===== src/rtl/piso_pkg.sv =====
// piso_pkg: shared state type and counter-width helper for the serializer.
package piso_pkg;
  typedef enum logic {IDLE, SHIFT} piso_state_t;
  function automatic int cnt_w(input int width);
    return $clog2(width);
  endfunction
endpackage


===== src/rtl/piso_serializer_bit_counter.sv =====
// bit_counter: saturating 0..MAX counter with synchronous clear.
module bit_counter
  import piso_pkg::*;
#(
  parameter int MAX = 7,
  localparam int W = cnt_w(MAX + 1)
) (
  input  logic         clk,
  input  logic         rst_n,
  input  logic         clear,
  input  logic         inc,
  output logic [W-1:0] count,
  output logic         at_max
);
  assign at_max = count == W'(MAX);
  always_ff @(posedge clk or negedge rst_n)
    if (!rst_n) count <= '0;
    else if (clear) count <= '0;
    else if (inc && !at_max) count <= count + 1'b1;
endmodule


===== src/rtl/piso_serializer.sv =====
// piso_serializer: valid/ready parallel word in, one bit per en tick out.
module piso_serializer
  import piso_pkg::*;
#(
  parameter int WIDTH = 8,
  parameter bit LSB_FIRST = 0
) (
  input  logic             clk,
  input  logic             rst_n,
  input  logic [WIDTH-1:0] in_data,
  input  logic             in_valid,
  output logic             in_ready,
  input  logic             en,
  output logic             sdo,
  output logic             sdo_valid,
  output logic             sof,
  output logic             eof,
  output logic             busy
);
  piso_state_t state;
  logic [WIDTH-1:0] shreg;
  logic [cnt_w(WIDTH)-1:0] cnt;
  logic at_max, shifting, last, accept;
  if (WIDTH < 2) begin : g_width_chk
    $error("piso_serializer: WIDTH must be at least 2");
  end
  assign shifting = state == SHIFT && en;
  assign last = shifting && at_max;
  assign in_ready = state == IDLE || last;
  assign accept = in_valid && in_ready;
  bit_counter #(.MAX(WIDTH - 1)) u_cnt (
    .clk,
    .rst_n,
    .clear(accept || last),
    .inc(shifting),
    .count(cnt),
    .at_max
  );
  // accept wins over last so a waiting word follows with no idle bit
  always_ff @(posedge clk or negedge rst_n)
    if (!rst_n) begin
      state <= IDLE;
      shreg <= '0;
    end else if (accept) begin
      state <= SHIFT;
      shreg <= in_data;
    end else if (last) state <= IDLE;
    else if (shifting) shreg <= LSB_FIRST ? shreg >> 1 : shreg << 1;
  assign sdo_valid = state == SHIFT;
  assign busy = sdo_valid;
  assign sof = sdo_valid && cnt == '0;
  assign eof = sdo_valid && at_max;
  assign sdo = sdo_valid && (LSB_FIRST ? shreg[0] : shreg[WIDTH-1]);
endmodule


===== config.mk =====
export PLATFORM = sky130hd
export DESIGN_NAME = piso_serializer
export DESIGN_NICKNAME = d
export VERILOG_FILES = /design/src/rtl/piso_pkg.sv /design/src/rtl/piso_serializer_bit_counter.sv /design/src/rtl/piso_serializer.sv
export SDC_FILE = /design/constraint.sdc
export NUM_CORES = 1
export LEC_CHECK = 0
export CAP_MARGIN = 40
export CORE_MARGIN = 2
export CORE_UTILIZATION = 51
export DETAILED_ROUTE_END_ITERATION = 7
export PLACE_DENSITY = 0.85
export RECOVER_POWER = 50
export SKIP_CTS_REPAIR_TIMING = 1
export SLEW_MARGIN = 20
export SYNTH_ARGS = -nofsm -noshare
export SYNTH_HDL_FRONTEND = slang
export SYNTH_HIERARCHICAL = 1
export SYNTH_SLANG_ARGS = --single-unit
export TNS_END_PERCENT = 30

===== constraint.sdc =====
create_clock -name clk -period 4 [get_ports clk]
set_input_delay 0.4 -clock clk [delete_from_list [all_inputs] [get_ports clk]]
set_output_delay 0.4 -clock clk [all_outputs]
set_load 0.05 [all_outputs]

; ---- Word level (Yosys, flattened, before mapping)
; Index checks and enable logic that the tools add are counted.
[op_classes]
add_sub_neg = 1
eq_ne = 2
n_mux = 7
bitwise = 1
n_reduce_logical = 15
[ops]
columns = operator, count
row1 = $mux W8, 3
row2 = $logic_and A1 B1 Y1, 7
row3 = $mux W3, 2
row4 = $reduce_bool A2 Y1, 3
row5 = $add A3 B1 Y3 const B, 1
row6 = $eq A3 B3 Y1 const B, 1
row7 = $logic_not A3 Y1, 1
row8 = $logic_or A1 B1 Y1, 2
row9 = $mux W1, 2
row10 = $ne A2 B1 Y1 const B, 1
row11 = $reduce_and A2 Y1, 1
row12 = $logic_not A1 Y1, 1
row13 = $not A1 Y1, 1
[totals]
register_bits = 12
input_bits = 12
out_inout_bits = 6
wordCells = 29

; ---- Depth between registers and ports, before layout
[depth]
word_depth = 6
ltp_mapped = 7

; ---- By module
; Netlist, hierarchy kept.
[by_module_without_submodules]
columns = mod, instances, cells_each, area_per_inst_um2
row1 = piso_serializer, 1, 55, 555.5
row2 = bit_counter, 1, 15, 183.9

; ---- Worst setup path before layout
; OpenSTA, ideal clock, no wires.
[synth_timing]
kind = register -> output
startpoint = register state, in the netlist busy
endpoint = output port sof
arrival_ns = 2.585
t_required_ns = 3.600
setup_slack_ns = 1.015
stages_incl_launch_ff = 3
n_path_buf = 1
path_cell_list = dfrtp_1 -> clkbuf_1 -> nor4b_1
[synth_via]
elab_chain_len = 1
[synth_lines]
columns = element, line_no
row1 = from (decl), piso_serializer.sv:20  ; piso_state_t state;
row2 = from (signal assigned), piso_serializer.sv:42  ; state <= IDLE;
row3 = from (signal assigned), piso_serializer.sv:45  ; state <= SHIFT;
row4 = from (signal assigned), piso_serializer.sv:47  ; end else if (last) state <= IDLE;
row5 = $logic_and A1 B1 Y1, piso_serializer.sv:51  ; assign sof = sdo_valid && cnt == '0;
row6 = to (decl), piso_serializer.sv:16  ; output logic sof,
; No other way between the ends.

; ---- Worst setup path after layout
[layout_timing]
startpoint = register u_cnt.count[0]
endpoint = output port eof
[layout_via]
elab_chain_len = 2
[layout_lines]
columns = element, line_no
row1 = from (decl), piso_serializer_bit_counter.sv:12  ; output logic [W-1:0] count,
row2 = from (signal assigned), piso_serializer_bit_counter.sv:19  ; else if (inc && !at_max) count <= count + 1'b1;
row3 = $eq A3 B3 Y1, piso_serializer_bit_counter.sv:15  ; assign at_max = count == W'(MAX);
row4 = via at_max, piso_serializer.sv:23  ; logic at_max, shifting, last, accept;
row5 = $logic_and A1 B1 Y1, piso_serializer.sv:52  ; assign eof = sdo_valid && at_max;
row6 = to (decl), piso_serializer.sv:17  ; output logic eof,
; The timed path passes the listed nets, and every way through them passes these cells.

==> impl_metrics.py <==
metrics = {
    "synthesis": {
        "synth_area_leaders": "dfrtp_1, o221a_1, nor3b_1",
        "ys_ff_latch": 12,
        "synth_area_per_cell_sq_um": 10.6,
        "synth_warnings": 6,
        "netlist_area_sq_um": 739,
        "synth_top_cell_area_share_pct": 40.6,
        "yosysTopAreaCell": "dfrtp_1",
        "syn_inst": 70,
        "yosysSeqAreaShare_pct": 40.6,
        "ys_types": 26,
        "syn_nets": 84,
    },
    "clocking": {
        "path_clk_slew_ps": 80,
        "clkLatencyLatePin_ps": 270,
        "htreeDepth": 1,
        "numCtsBuffers": 3,
        "cts_tree": "built",
        "cts_buffer_depth": 2,
        "clockRootBuffer": "clkbuf_4",
        "clock-sinks": 12,
    },
    "sta": {
        "fin_crit_sh_pct": 69.5,
        "max_slew_margin_pct": 62.2,
        "fin_setup_tns_ps": 0,
        "finClkSkew_ps": 7.08,
        "drv_slew": 0,
        "tightest_slew_ps": 568,
        "hold_viol_final": 0,
        "rsz0062_at_grt": "no",
        "period_needed_ps": 2780,
        "max_freq_ghz": 0.360,
        "whs_ps": 548,
        "finalSetupViolations": 0,
    },
    "detailed_routing": {
        "wirelength_um": 1480,
        "first_pass_iters": 4,
        "drc": 0,
        "wl_per_cell_um": 14.6,
        "viasPerCell": 5.69,
        "detail-route-antenna-nets": 0,
        "drtIter0Drc": 13,
        "vias": 575,
    },
    "setup_path": {
        "crit_required_ps": 3600,
        "crit_arrival_ps": 2380,
        "crit_type": "reg2out",
        "crit_fanout": 14,
        "cp-end-kind": "output pin",
        "crit_path_start_kind": "register",
        "rr_worst_depth": 7,
    },
    "placed_design": {
        "port_buffers": 17,
        "dp.cells": 98,
        "place_congestion": 0.779,
        "hpwl_um": 1000,
        "placed_cell_area_sq_um": 895,
    },
    "global_route": {
        "grt_overflow": 0,
        "grt_usage_pct": 18.5,
        "grt_pass1_vias": 564,
        "grt_pass1_wl_um": 2520,
        "antenna_found_initial": 0,
        "grt_max_degree": 17,
    },
    "cells_and_area": {
        "fill_cells": 114,
        "area_growth_pct": 23.0,
        "nNetsFinal": 102,
        "regArea_sq_um": 300,
        "drive_gt1_share_pct": 9.30,
        "multiInputGateArea_sq_um": 384,
        "final_cells": 101,
        "design_area_sq_um": 910,
        "diodes": 0,
        "final_util_pct": 68.2,
    },
    "floorplan": {
        "die-area_sq_mm": 0.00177,
        "num_io_pins": 18,
        "start_util_pct": 55.4,
        "num_rows": 13,
        "die_y_um": 42.1,
        "core_sq_mm": 0.00133,
        "die_x_um": 42.1,
    },
    "pwr": {
        "p_leak_uw": 0.000374,
        "combPwrFrac_pct": 47.9,
        "powerDensity_mw_per_mm2": 603,
        "p_sw_share_pct": 40.0,
        "p_seq_share_pct": 38.5,
        "irDropWorstVdd_mv": 0.231,
        "switchingPower_uw": 219,
        "p_int_uw": 329,
        "p_clk_share_pct": 13.6,
    },
    "worst_hold_path": {
        "hold_path_class": "in2async",
    },
    "run_status": {
        "outcome": "finished, final reports clean",
    },
    "job": {
        "cap_violations": 0,
    },
}
[area by class of cell]
| class | instances | area share (%) |
|---|---|---|
| multi-input combinational | 51 | 42.2 |
| tap | 15 | 2.06 |
| sequential | 12 | 33.0 |
| timing repair buffer | 17 | 18.7 |
| inverter | 3 | 1.51 |
| clock buffer | 3 | 2.48 |
[metrics by stage]
step / setup slack, ps / total power (uW)
2_1_floorplan: 1010 / 406
3_3_place_gp: 1430 / 468
3_5_place_dp: 1410 / 477
4_1_cts: 1180 / 552
5_1_grt: 1110 / 585
6_report: 1220 / 548
[synthesized netlist by cell type]
library cell / n
a21bo_2: 1
a21o_4: 1
and2_1: 1
and2_2: 1
buf_4: 1
buf_6: 2
clkbuf_1: 1
dfrtp_1: 12
ha_1: 2
inv_1: 2
inv_4: 1
mux2_4: 1
mux2i_1: 1
nand2_1: 1
nand2_4: 1
nand2b_1: 2
nand4bb_1: 2
nor2_1: 8
nor2b_1: 1
nor2b_4: 1
nor3b_1: 7
nor4b_1: 1
o21ai_0: 6
o21ai_1: 5
o221a_1: 7
or2b_1: 1
[cells by family after synthesis]
group | synth area share [%]
and+or+nand+nor | 24.7
AOI/OAI and AO/OA | 21.5
DFF | 40.6
buffers and inverters | 6.43
muxes | 3.38
adders and majority gates | 3.38
[power groups by stage]
stage                     sequential (uW)  clock (uW)  combinational (uW)
final                                 211        74.4                 262
after global routing                  219        79.3                 287
after CTS                             210        73.7                 268
after detailed placement              212           0                 265
after global placement                209           0                 259
after floorplan                       202           0                 204
[worst max-delay path, stage by stage (launching register included)]
cell	delay (ps)
dfrtp_1	410
ha_1	170
ha_1	510
and2_2	230
clkdlybuf4s50_1	790
[layer usage]
layer  GRT usage, %  vias up  wire, um
met5              0        -         0
met4           7.50        0        15
met3           2.59        2        72
met2           29.7       14       665
met1           25.1      269       726
li1               -      290         -
[state kept, by name (all words and copies together) (netlist names)]
register	cells
shreg	8
busy	1
u_cnt/count	3
[layout by cell type (no fill, tap or decap), types with 2 or more instances in the layout]
cell	synthesis	layout
nor3b_1	7	7
clkdlybuf4s50_1	0	16
ha_1	2	2
o221a_1	7	7
nand2b_1	2	2
nand4bb_1	2	2
nor2_1	8	8
inv_1	2	2
nand2_1	1	2
o21ai_1	5	5
o21ai_0	6	6
dfrtp_1	12	12
clkbuf_4	0	3
[worst paths after layout]
path / start / end / slack [ps]
worst max-delay path: u_cnt/count[0] / eof / 1220
worst min-delay path: rst_n / shreg[4] / 550
worst max register to register: u_cnt/count[0] / u_cnt/count[0] / 1650
worst min register to register: u_cnt/count[1] / u_cnt/count[1] / 570
max in group asynchronous: rst_n / u_cnt/count[1] / 3080
min in group clk: u_cnt/count[1] / u_cnt/count[1] / 570
(Power assumes the default switching activity.)
